**src/rtl/lif_iterate_core.sv**
```systemverilog
// ----------------------------------------------------------------------------
// lif_iterate_core: time-multiplexed leaky integrate-and-fire layer, one neuron per cycle
// Revision: 1.0
// ----------------------------------------------------------------------------
`default_nettype none

module lif_iterate_core #(
  parameter int N          = 16,
  parameter int W_WIDTH    = 3,
  parameter int V_WIDTH    = 8,
  parameter int LEAK_SHIFT = 2,
  parameter int THRESH     = 10
) (
  input  logic                       clk,
  input  logic                       rst,
  input  logic                       start,
  input  logic                       spike_in,
  input  logic                       w_we,
  input  logic [$clog2(N)-1:0]       w_addr,
  input  logic signed [W_WIDTH-1:0]  w_data,
  input  logic [$clog2(N)-1:0]       v_sel,
  output logic signed [V_WIDTH-1:0]  v_out,
  output logic                       busy,
  output logic                       done,
  output logic [N-1:0]               spike_out
);

  localparam int c_aw = $clog2(N);
  localparam int c_vx = V_WIDTH + 2;
  localparam logic signed [c_vx-1:0]    c_vmax   = c_vx'((2 ** (V_WIDTH - 1)) - 1);
  localparam logic signed [c_vx-1:0]    c_vmin   = c_vx'(-(2 ** (V_WIDTH - 1)));
  localparam logic signed [V_WIDTH-1:0] c_thresh = V_WIDTH'(THRESH);
  localparam logic [c_aw-1:0]           c_last   = c_aw'(N - 1);

  typedef enum logic [1:0] {
    S_IDLE = 2'd0,
    S_RUN  = 2'd1,
    S_DONE = 2'd2
  } state_t;

  state_t                     r_state;
  state_t                     w_state_nxt;
  logic [c_aw-1:0]            r_idx;
  logic                       r_spk;
  logic [N-1:0]               r_fire;
  logic signed [V_WIDTH-1:0]  r_v [N];
  logic signed [W_WIDTH-1:0]  r_w [N];

  logic signed [c_vx-1:0]     w_vx;
  logic signed [c_vx-1:0]     w_wx;
  logic signed [c_vx-1:0]     w_leak;
  logic signed [c_vx-1:0]     w_sum;
  logic signed [V_WIDTH-1:0]  w_vsat;
  logic                       w_fire;

  // Shared datapath: operands always come from the neuron currently addressed by r_idx
  assign w_vx = {{2{r_v[r_idx][V_WIDTH-1]}}, r_v[r_idx]};
  assign w_wx = {{(c_vx - W_WIDTH){r_w[r_idx][W_WIDTH-1]}}, r_w[r_idx]};

  generate
    if (LEAK_SHIFT == 0) begin : g_no_leak
      assign w_leak = '0;
    end else begin : g_leak
      assign w_leak = w_vx >>> LEAK_SHIFT;
    end
  endgenerate

  assign w_sum = w_vx - w_leak + (r_spk ? w_wx : '0);

  always_comb begin
    w_vsat = w_sum[V_WIDTH-1:0];
    if (w_sum > c_vmax) begin
      w_vsat = c_vmax[V_WIDTH-1:0];
    end else if (w_sum < c_vmin) begin
      w_vsat = c_vmin[V_WIDTH-1:0];
    end
  end

  assign w_fire = (w_vsat >= c_thresh);

  always_comb begin
    w_state_nxt = r_state;
    busy        = 1'b0;
    done        = 1'b0;
    case (r_state)
      S_IDLE: begin
        if (start) begin
          w_state_nxt = S_RUN;
        end
      end
      S_RUN: begin
        busy = 1'b1;
        if (r_idx == c_last) begin
          w_state_nxt = S_DONE;
        end
      end
      S_DONE: begin
        busy        = 1'b1;
        done        = 1'b1;
        w_state_nxt = S_IDLE;
      end
      default: begin
        w_state_nxt = S_IDLE;
      end
    endcase
  end

  always_ff @(posedge clk) begin
    if (rst) begin
      r_state   <= S_IDLE;
      r_idx     <= '0;
      r_spk     <= 1'b0;
      r_fire    <= '0;
      spike_out <= '0;
      for (int i = 0; i < N; i++) begin
        r_v[i] <= '0;
        r_w[i] <= '0;
      end
    end else begin
      r_state <= w_state_nxt;
      // A write landing on the neuron being processed takes effect after this cycle
      if (w_we && (int'(w_addr) < N)) begin
        r_w[w_addr] <= w_data;
      end
      case (r_state)
        S_IDLE: begin
          if (start) begin
            r_spk  <= spike_in;
            r_fire <= '0;
            r_idx  <= '0;
          end
        end
        S_RUN: begin
          if (w_fire) begin
            r_v[r_idx]    <= '0;
            r_fire[r_idx] <= 1'b1;
          end else begin
            r_v[r_idx] <= w_vsat;
          end
          r_idx <= r_idx + 1'b1;
        end
        S_DONE: begin
          spike_out <= r_fire;
        end
        default: begin
        end
      endcase
    end
  end

  assign v_out = r_v[v_sel];

endmodule

`default_nettype wire

```
**config.mk**
```make
export PLATFORM = sky130hd
export DESIGN_NAME = lif_iterate_core
export DESIGN_NICKNAME = d
export VERILOG_FILES = /design/src/rtl/lif_iterate_core.sv
export SDC_FILE = /design/constraint.sdc
export NUM_CORES = 1
export LEC_CHECK = 0
export CAP_MARGIN = 20
export CORE_MARGIN = 2
export CORE_UTILIZATION = 30
export CTS_CLUSTER_SIZE = 20
export DETAILED_ROUTE_END_ITERATION = 6
export MAX_ROUTING_LAYER = met4
export SLEW_MARGIN = 0
export SYNTH_ARGS = -nofsm -noshare
export SYNTH_HDL_FRONTEND = slang
export SYNTH_SLANG_ARGS = --single-unit
export TNS_END_PERCENT = 20
```
**constraint.sdc**
```tcl
create_clock -name clk -period 7.1 [get_ports clk]
set_clock_uncertainty 0.1 [all_clocks]
set_input_delay 1.065 -clock clk [delete_from_list [all_inputs] [get_ports clk]]
set_output_delay 1.065 -clock clk [all_outputs]
set_load 0.02 [all_outputs]
```
# After elaboration in Yosys (flattened, before gate mapping)
# Memories as Yosys holds them, arrays and structs flattened. A register that Yosys moved wholly into a read port is not among the register bits.
# Cells that the tools add are included.
[op_classes]
n_addsub = 3
muxes = 39
n_reduce_logical = 10
bitwise = 2
n_eq_ne = 6
n_lt_le_gt_ge = 5
[op_table]
columns = ["cell", "n"]
rows = [
  ["$mux 16", 2],
  ["$mux 8", 4],
  ["$pmux 16 s2", 1],
  ["$mux 4", 7],
  ["$mux 1", 18],
  ["$or 16x16->16", 1],
  ["$add 10x10->10", 1],
  ["$gt 10x8->1 const B", 1],
  ["$lt 10x8->1 const B", 1],
  ["$mux 10", 1],
  ["$sub 8x6->9", 1],
  ["$ge 8x5->1 const B", 1],
  ["$pmux 4 s2", 1],
  ["$reduce_or 8->1", 1],
  ["$ne 2x2->1 const B", 3],
  ["$reduce_and 2->1", 3],
  ["$lt 4x5->1 const B", 1],
  ["$add 4x1->4 const B", 1],
  ["$demux 1 s4", 1],
  ["$eq 4x4->1 const B", 1],
  ["$ge 4x1->1 const B", 1],
  ["$mux 2", 2],
  ["$pmux 2 s2", 1],
  ["$mux 3", 1],
  ["9 further kinds", 9],
]
[word_totals]
reg_bits = 39
out_inout_bits = 26
word_cells = 72
memories = 2
ram_bits = 176
[memory_table]
columns = ["name", "depth", "width", "read_ports", "rd_ports_with_merged_regs", "write_ports", "line_no", "text"]
rows = [
  ["r_v", 16, 8, 2, 1, 16, "46", "logic signed [V_WIDTH-1:0] r_v [N];"],
  ["r_w", 16, 3, 1, 1, 16, "47", "logic signed [W_WIDTH-1:0] r_w [N];"],
]

# Longest topological paths before layout
# Gate-level depths: netlist of run 1.
[logic_depth]
depth_word = 13
mapped_depth = 23
depth_no_buf = 18

# Worst setup path before layout of run 1
# No wires, ideal clock.
[synth_timing]
kind = "register to register"
start = "register with a tool-made name"
end = "memory r_v[0][2] (data pin)"
path_stages_with_launch = 23
t_arrival_ps = 5015
slack_ps = 1709
period_less_slack_ps = 5391
path_cell_list = "dfxtp_1 > clkbuf_1 > buf_2 > mux4_2 > mux4_2 > ha_1 > fa_1 > nor2b_1 > o21ai_0 > a21boi_0 > o21ai_0 > nand2b_1 > xor2_1 > ha_1 > clkbuf_1 > a2111oi_0 > o21ai_1 > a211o_1 > o211a_1 > a31oi_1 > buf_4 > buf_6 > nor3_2"
[synth_lines]
columns = ["item", "line_no"]
rows = [
  ["end, declared", "46"],
]

==> flow_summary.yaml, run 1 <==
logic_synthesis:
  ys_seq_elements: 219
  ys_async_sr_fraction: 0
  postSynth.topFlopCell: "edfxtp_1"
  leading_post_synthesis_cells_by_instance_count: "edfxtp_1 (176), nor2_1 (123), mux4_2 (95)"
  synth_seq_area_share: 0.538
  yosys_warnings: 0
  synth.top_cell.area_share: 0.462
  synth.net_count: 864
  count_of_flip_flops_with_a_built_in_enable_after_synthesis: 176
  yosysTopAreaCell: "edfxtp_1"
  synth_cell_type_count: 55
  netlist_area_mm2: 0.0114
  postSynthCellCount: 823
  synth.most_common_cell: "edfxtp_1"
  synth_area_per_cell_um2: 13.9
  leading_post_synthesis_cells_by_cell_area: "edfxtp_1 (46%), mux4_2 (19%), dfxtp_1 (7.5%)"
placed_design:
  dp_worst_setup_slack_ns: 1.10
  placed_area_mm2: 0.0124
  port_buffers: 41
  dp.final_hpwl_mm: 19.8
  gpl.final_weighted_congestion: 0.852
detailed_routing:
  drt.antenna.violating_nets: 0
  detailroute.via_count: 7056
  wire_per_inst_um: 21.1
  drt_pre_antenna_iters: 4
  drc_errors: 0
  initialDrtViolationCount: 596
  wirelength_mm: 29.0
  viasPerCell: 5.14
flow_run:
  cap_violations: 0
critical_path:
  maximum_fanout_encountered_on_the_critical_timing_path: 20
  critPathRequiredTime_ns: 7.33
  timing.setup.critical_path_class: "flop to flop"
  arrival_ns: 6.26
  setup.worst_path.end_class: "flop"
  critical_path.startpoint_type: "flop"
  timing.reg2reg.setup_slack_ns: 1.07
floorplan:
  fp.dieArea_mm2: 0.0397
  die_x_um: 199
  placementRows: 71
  initial_core_util: 0.304
  core-area_mm2: 0.0376
  die-height_um: 199
  boundary_pins: 42
timing:
  finalSetupViolations: 0
  fin_ws_ns: 1.07
  period_needed_ns: 6.03
  post-route-period-util: 0.849
  worst_slew_margin_rel: 0.344
  timing.hold.ws_ns: 0.372
  worstMarginPinSlew_ns: 0.983
  timing.final.max_slew_violations: 0
  rsz0062_at_grt: "no"
  maxClockFrequency_mhz: 166
  finalSetupTns_ns: 0
  hold_viol: 0
grt:
  grt_max_degree: 60
  grt_overflow_total: 0
  grt_usage: 0.156
  antenna_found_initial: 4
  first_global_vias: 7379
  global_route_wire_length_before_repair_mm: 44.6
cts:
  cts_tree: "yes"
  cts_setup_buffers: 0
  cts.repair.resized: 0
  clkSlewWorstSetupHoldPaths_ns: 0.06
  cts_hold_buffers: 0
  cts.htree.levels: 1
  clock_tree_sinks: 219
  clk_path_buf_depth: 3
  worst_skew_late_latency_ns: 0.51
  tritoncts.num_buffers: 23
  cts_root_buffer: "clkbuf_16"
pwr:
  vdd_drop_max_uv: 192
  cellPowerDensity_mw_per_mm2: 258
  power_leakage_uw: 0.00426
cells_and_area:
  postLayoutCellArea_mm2: 0.0131
  nFillCells: 3644
  area_growth_syn_to_layout_pct: 14.4
  fraction_of_layout_instances_using_a_drive_strength_above_1: 0.218
  final_nets: 888
min_path:
  hold_path.class: "flop to flop"
run_status:
  result_of_the_run: "finished clean"
[power by group]
| group | switching (µW) | internal [µW] | leakage, µW |
|---|---|---|---|
| Sequential | 27.7 | 1430 | 0.00213 |
| Clock | 483 | 665 | 0.000352 |
| Combinational | 505 | 260 | 0.00178 |
[per-stage QoR]
stage	utilization	std cells	power, µW
after global placement	0.329	1333	2240
after global routing	0.348	1374	3490
final	0.348	1374	3370
after floorplan	-	823	2010
after detailed placement	0.329	1333	2250
after CTS	0.348	1370	3380
[state kept, by name, indices dropped and copies added, names as in the netlist, named ones only]
| name | flops |
|---|---|
| r_idx | 4 |
| r_spk | 1 |
| r_state | 2 |
| r_v | 128 |
| r_w | 48 |
| r_fire | 16 |
| spike_out | 16 |
[cell type report]
class                   count  area [µm²]  area share
flip-flops and latches    219        6150       0.470
inverters                  16        60.1     0.00459
clock buffers              32         683      0.0523
well taps                 511         639      0.0489
clock inverters             5        22.5     0.00172
diodes                      4        10.0    0.000766
repair buffers             56         513      0.0392
multi-input cells         531        4990       0.382
[final timing paths]
check	startpoint	to	cells after the start
worst max-delay path	flop	r_v[1][4]$_SDFFCE_PN0P_	18
worst min-delay path	r_fire[6]$_SDFFE_PP0P_	r_fire[6]$_SDFFE_PP0P_	1
worst max register to register	flop	r_v[1][4]$_SDFFCE_PN0P_	18
worst min register to register	r_fire[6]$_SDFFE_PP0P_	r_fire[6]$_SDFFE_PP0P_	1
[cells in the final DEF (no fill, tap or decap), types with 9 or more instances in the layout]
cell type        count
nor3b_1             31
a21oi_1              9
nand2b_1            25
mux4_2              95
nor3_1              13
nor2_1             123
ha_1                23
edfxtp_1           176
clkbuf_16           25
mux2i_1             17
dfxtp_1             41
clkdlybuf4s50_1     39
inv_1               16
or2_2               16
a32o_1              16
and2_1              53
nand2_1             26
buf_4               15
nor3_2              12
[per-layer routing]
layer,vias to the layer above,global-route usage,wire length [µm]
met5,-,-,0
met4,0,0.0456,869
met3,53,0.0395,1810
met2,184,0.245,13600
met1,3640,0.198,12700
li1,3179,-,-
[cell families (layout without fill, tap and decap cells)]
family,count (synthesis),count (layout),share of synthesized area
simple gates,323,323,0.152
flops,219,219,0.538
mux,112,112,0.202
buf+inv,73,109,0.0272
compound gates,62,62,0.0453
fa+ha+maj,25,25,0.0287
xor+xnor,9,9,0.00690
other cells,0,4,0
[worst max-delay path: stages, from the launching register on]
cell and delay [ns]:
dfxtp_2 0.80, buf_4 0.26, mux4_2 0.56, mux4_2 0.53, inv_1 0.08, ha_1 0.26
nor2b_1 0.14, o21ai_0 0.22, a21boi_0 0.15, o21ai_0 0.17, nand2b_1 0.11, xor2_1 0.16
ha_1 0.35, and3_1 0.19, a211oi_1 0.35, o221a_2 0.28, o211a_1 0.27, nand2_1 0.57
nor2_1 0.27
No activity file was read; power rests on OpenSTA's default activity.
==> run 2, diff against run 1 <==
==> constraint.sdc (replaced) <==
create_clock -name clk -period 5.78 [get_ports clk]
set_clock_uncertainty 0.1 [all_clocks]
set_input_delay 0.867 -clock clk [delete_from_list [all_inputs] [get_ports clk]]
set_output_delay 0.867 -clock clk [all_outputs]
set_load 0.02 [all_outputs]
==> run 2 against run 1 <==
Non-clock buffer count increased by 5. Clock power up 43%. Critical endpoint is now r_v[8][0]$_SDFFCE_PN0P_. Hold slack got worse by 0.0019 ns. Critical path depth grew 1.
==> flow_summary.yaml, run 2 (same netlist as run 1, synthesis figures left out) <==
run_status:
  result_of_the_run: "finished clean"
critical_path:
  maximum_fanout_encountered_on_the_critical_timing_path: 48
  setup.worst_path.end_class: "flop"
  critPathRequiredTime_ns: 5.94
  arrival_ns: 5.56
  critical_path.reg2reg.endpoint: "r_v[8][0]$_SDFFCE_PN0P_"
  critical_path.startpoint_type: "flop"
  timing.reg2reg.setup_slack_ns: 0.38
  worst-r2r-cell-count: 19
  timing.setup.critical_path_class: "flop to flop"
cells_and_area:
  postLayoutCellArea_mm2: 0.0133
  most-common-layout-cells: "edfxtp_1 (176), nor2_1 (123), mux4_2 (95)"
  biggestRegsByFlops: "r_v (128), r_w (48)"
  final_nets: 894
  area_growth_syn_to_layout_pct: 16.4
  largest_register_ffs: 128
  core_occupancy_in_the_finished_layout: 0.354
  nFillCells: 3616
  fraction_of_layout_instances_using_a_drive_strength_above_1: 0.231
  largest_reg_by_ff_count: "r_v"
  mostFrequentLayoutCell: "edfxtp_1"
cts:
  clk_path_buf_depth: 3
  cts_tree: "yes"
  clkSlewWorstSetupHoldPaths_ns: 0.06
  clock_tree_sinks: 219
  cts_root_buffer: "clkbuf_16"
  cts_setup_buffers: 0
  cts.repair.resized: 0
  worst_skew_late_latency_ns: 0.52
  cts_hold_buffers: 0
  tritoncts.num_buffers: 24
  cts.htree.levels: 1
min_path:
  hold_end: "r_fire[4]$_SDFFE_PP0P_"
  hold_path.class: "flop to flop"
  worstHoldPathCells: 1
  timing.hold.worst.start: "r_fire[4]$_SDFFE_PP0P_"
detailed_routing:
  drt_pre_antenna_iters: 5
  viasPerCell: 5.14
  initialDrtViolationCount: 686
  wire_per_inst_um: 21.2
  drt.antenna.violating_nets: 0
  detailroute.via_count: 7114
  wirelength_mm: 29.4
  drc_errors: 0
timing:
  finalSetupTns_ns: 0
  finalSetupViolations: 0
  post-route-period-util: 0.934
  rsz0062_at_grt: "no"
  worst_slew_margin_rel: 0.330
  timing.final.max_slew_violations: 0
  hold_viol: 0
  worstMarginPinSlew_ns: 1.01
  period_needed_ns: 5.40
  maxClockFrequency_mhz: 185
grt:
  first_global_vias: 7065
  antenna_found_initial: 1
  grt_overflow_total: 0
  met2_usage: 0.240
  m3_gr_usage: 0.0238
  groute.layer.met1.usage: 0.214
  grt_usage: 0.155
  global_route_wire_length_before_repair_mm: 44.3
  grt_max_degree: 59
  gr-max-usage-layer: "met2"
flow_run:
  cap_violations: 0
floorplan:
  core-area_mm2: 0.0376
  initial_core_util: 0.304
  fp.dieArea_mm2: 0.0397
  placementRows: 71
  boundary_pins: 42
  die-height_um: 199
  die_x_um: 199
pwr:
  vdd_drop_max_uv: 241
  power_leakage_uw: 0.00438
  cellPowerDensity_mw_per_mm2: 332
placed_design:
  gpl.final_weighted_congestion: 0.807
  placed_area_mm2: 0.0124
  port_buffers: 41
  dp.final_hpwl_mm: 19.7
## run 2: worst max-delay path by stage
stage	cells after the start	slack (ns)	to
final	19	0.38	r_v[8][0]$_SDFFCE_PN0P_
after global routing	19	0.04	r_v[8][0]$_SDFFCE_PN0P_
after CTS	19	0.37	r_v[13][0]$_SDFFCE_PN0P_
after detailed placement	19	0.43	r_v[13][0]$_SDFFCE_PN0P_
after global placement	19	0.45	r_v[8][0]$_SDFFCE_PN0P_
after floorplan	22	0.39	r_v[0][2]$_SDFFCE_PN0P_
## run 2: per-stage QoR
step                      power (µW)  worst slack [ns]  hold WS [ns]  cells
after detailed placement        2790             0.428         0.359   1338
final                           4410             0.380         0.370   1383
after global routing            4570            0.0374         0.388   1383
after global placement          2790             0.449         0.357   1338
after floorplan                 2470             0.389         0.342    823
after CTS                       4430             0.373         0.373   1382
## run 2: cell type report
type | count | area, µm² | share of cell area
clock inverters | 10 | 130 | 0.00978
inverters | 16 | 60.1 | 0.00451
repair buffers | 61 | 601 | 0.0451
multi-input cells | 531 | 5000 | 0.376
flip-flops and latches | 219 | 6150 | 0.462
diodes | 1 | 2.50 | 0.000188
well taps | 511 | 639 | 0.0480
clock buffers | 34 | 724 | 0.0544
## run 2: power breakdown
| part | internal (µW) | switching, µW | total (µW) |
|---|---|---|---|
| registers | 1760 | 26.4 | 1780 |
| clock network | 1010 | 637 | 1650 |
| logic | 359 | 623 | 982 |
| total | 3130 | 1290 | 4410 |
## run 2: layer usage
layer | routed length, µm | share of wire
met2 | 13800 | 0.47
met1 | 12900 | 0.44
met3 | 2060 | 0.070
met4 | 592 | 0.020
met5 | 0 | 0
## run 2: critical path, stage by stage (launching register included)
cell and delay (ns):
dfxtp_2 0.35, buf_12 0.21, mux4_2 0.56, mux4_2 0.51, ha_1 0.25, fa_1 0.42, nor2b_1 0.12, o21ai_0 0.10
a21boi_0 0.25, o21ai_0 0.12, nand2b_1 0.12, xor2_1 0.08, ha_1 0.29, a2111oi_1 0.35, o21ai_1 0.13, a211o_1 0.32
o211a_1 0.20, a31oi_4 0.19, buf_12 0.27, nor3b_1 0.10
==> run 3, diff against run 2 <==
--- a/config.mk
+++ b/config.mk
@@ -5,9 +5,8 @@
 export SDC_FILE = /design/constraint.sdc
 export NUM_CORES = 1
 export LEC_CHECK = 0
-export CAP_MARGIN = 20
-export CORE_MARGIN = 2
 export CORE_UTILIZATION = 30
+export CTS_CLUSTER_DIAMETER = 60
 export CTS_CLUSTER_SIZE = 20
 export DETAILED_ROUTE_END_ITERATION = 6
 export MAX_ROUTING_LAYER = met4
==> run 3 against run 2 <==
Register-to-register slack improved by 0.02 ns. Clock-buffer cell count decreased by 15. Maximum frequency rose by 0.43%. Routed wire length down 2.0%. Core utilization down 0.90 points. Final area decreased by 2.5%. Largest cell class unchanged. Sequential power hardly changed. Hold slack gained 0.0014 ns. Sequential share of layout area grew 1.2 points. Combinational power decreased by 0.6%.
==> flow_summary.yaml, run 3 (same netlist as run 1, synthesis figures left out) <==
critical_path:
  maximum_fanout_encountered_on_the_critical_timing_path: 48
  crit_path_buf_inv_count: 2
  setup.worst_path.end_class: "flop"
  critical_path.slowest_cell: "mux4_2"
  critPathRequiredTime_ns: 5.99
  timing.critical_path.slowest_cell_delay_ns: 0.56
  worstPathCellList: "buf_12, mux4_2, mux4_2, ha_1, fa_1, nor2b_1, o21ai_0, a21boi_0, o21ai_0, nand2b_1, xor2_1, ha_1, o21a_1, o21ba_2, a211o_1, nor3_2, a31oi_4, buf_12, nor3b_1"
  critical_path.top_delay_family: "compound AO/OA/AOI/OAI gates"
  timing.setup.critical_path_class: "flop to flop"
  critical_path.startpoint_type: "flop"
  arrival_ns: 5.59
grt:
  grt_overflow_total: 0
  grt_usage: 0.155
  antenna_found_initial: 4
  global_route_wire_length_before_repair_mm: 43.9
  first_global_vias: 7161
  grt_max_degree: 59
timing:
  finalSetupViolations: 0
  timing.final.max_slew_violations: 0
  worst_slew_margin_rel: 0.319
  rsz0062_at_grt: "yes"
  hold_viol: 0
  worstMarginPinSlew_ns: 1.02
  timing.hold.ws_ns: 0.372
  period_needed_ns: 5.38
  post-route-period-util: 0.930
  maxClockFrequency_mhz: 186
cts:
  worst_skew_late_latency_ns: 0.50
  clock_tree_sinks: 219
  clkSlewWorstSetupHoldPaths_ns: 0.08
  tritoncts.num_buffers: 16
  clk_path_buf_depth: 3
  cts_root_buffer: "clkbuf_16"
  cts_tree: "yes"
  cts.htree.levels: 1
cells_and_area:
  most-common-layout-cells: "edfxtp_1 (176), nor2_1 (123), mux4_2 (95)"
  largest_register_ffs: 128
  biggestRegsByFlops: "r_v (128), r_w (48)"
  area_growth_syn_to_layout_pct: 13.5
  largest_reg_by_ff_count: "r_v"
  core_occupancy_in_the_finished_layout: 0.345
  final_nets: 887
  fraction_of_layout_instances_using_a_drive_strength_above_1: 0.218
  nFillCells: 3619
  mostFrequentLayoutCell: "edfxtp_1"
placed_design:
  gpl.final_weighted_congestion: 0.830
  port_buffers: 41
  dp.final_hpwl_mm: 19.7
pwr:
  vdd_drop_max_uv: 201
  power_leakage_uw: 0.00420
  cellPowerDensity_mw_per_mm2: 302
floorplan:
  die_x_um: 197
  fp.dieArea_mm2: 0.0389
  die-height_um: 197
  core-area_mm2: 0.0376
  placementRows: 71
  initial_core_util: 0.304
  boundary_pins: 42
flow_run:
  cap_violations: 0
detailed_routing:
  detailroute.via_count: 7039
  wirelength_mm: 28.8
  drc_errors: 0
  drt.antenna.violating_nets: 0
  viasPerCell: 5.14
  wire_per_inst_um: 21.0
  drt_pre_antenna_iters: 5
  initialDrtViolationCount: 747
run_status:
  result_of_the_run: "finished clean"
min_path:
  hold_path.class: "flop to flop"
-- run 3: cell count changes in the layout (fill, tap and decap cells not counted), moves of 3 or more --
cell,before,now
clkbuf_16,27,17
buf_4,16,19
diode_2,1,4
clkinv_4,0,3
clkinv_2,5,1
-- run 3: worst paths after layout --
kind / cells after the start / slack (ns) / to / start
worst max register to register: 19 / 0.40 / r_v[11][1]$_SDFFCE_PN0P_ / flop
worst min-delay path: 1 / 0.37 / r_fire[5]$_SDFFE_PP0P_ / r_fire[5]$_SDFFE_PP0P_
worst max-delay path: 19 / 0.40 / r_v[11][1]$_SDFFCE_PN0P_ / flop
worst min register to register: 1 / 0.37 / r_fire[5]$_SDFFE_PP0P_ / r_fire[5]$_SDFFE_PP0P_
-- run 3: what timing repair did --
action | in CTS | in global routing
buffers inserted | 0 | 1
hold buffers | 0 | 0
endpoints found under the setup margin | 0 | 76
gates resized for setup | 0 | 3
-- run 3: report_power, final --
part	total [µW]	switching [µW]	internal, µW
sequential	1780	28.9	1760
combinational	976	620	356
clock	1160	566	593
total	3920	1220	2700
-- run 3: cell type report --
type	instances	area, µm²	area share
antenna	4	10.0	0.000772
clock buffer	19	433	0.0334
clock inverter	8	82.6	0.00637
inverter	16	60.1	0.00463
multi-input combinational	531	5010	0.386
sequential	219	6150	0.474
tap	511	639	0.0493
timing repair buffer	62	583	0.0450
-- run 3: metal layers --
metal  vias to the layer above  GRT usage  share of wire
met5                         -          -              0
met4                         0     0.0362          0.018
met2                       204      0.242           0.48
li1                       3185          -              -
met1                      3613      0.205           0.44
met3                        37     0.0353          0.072
-- run 3: metrics by stage --
| step | worst slack, ns | setup TNS, ns | instance area [µm²] | power (µW) | std cells |
|---|---|---|---|---|---|
| final | 0.403 | 0 | 13000 | 3920 | 1370 |
| after floorplan | 0.389 | 0 | 11400 | 2470 | 823 |
| after CTS | 0.234 | 0 | 12900 | 3930 | 1365 |
| after global routing | -0.0126 | -0.0126 | 13000 | 4070 | 1370 |
| after detailed placement | 0.267 | 0 | 12400 | 2790 | 1338 |
| after global placement | 0.417 | 0 | 12400 | 2780 | 1338 |
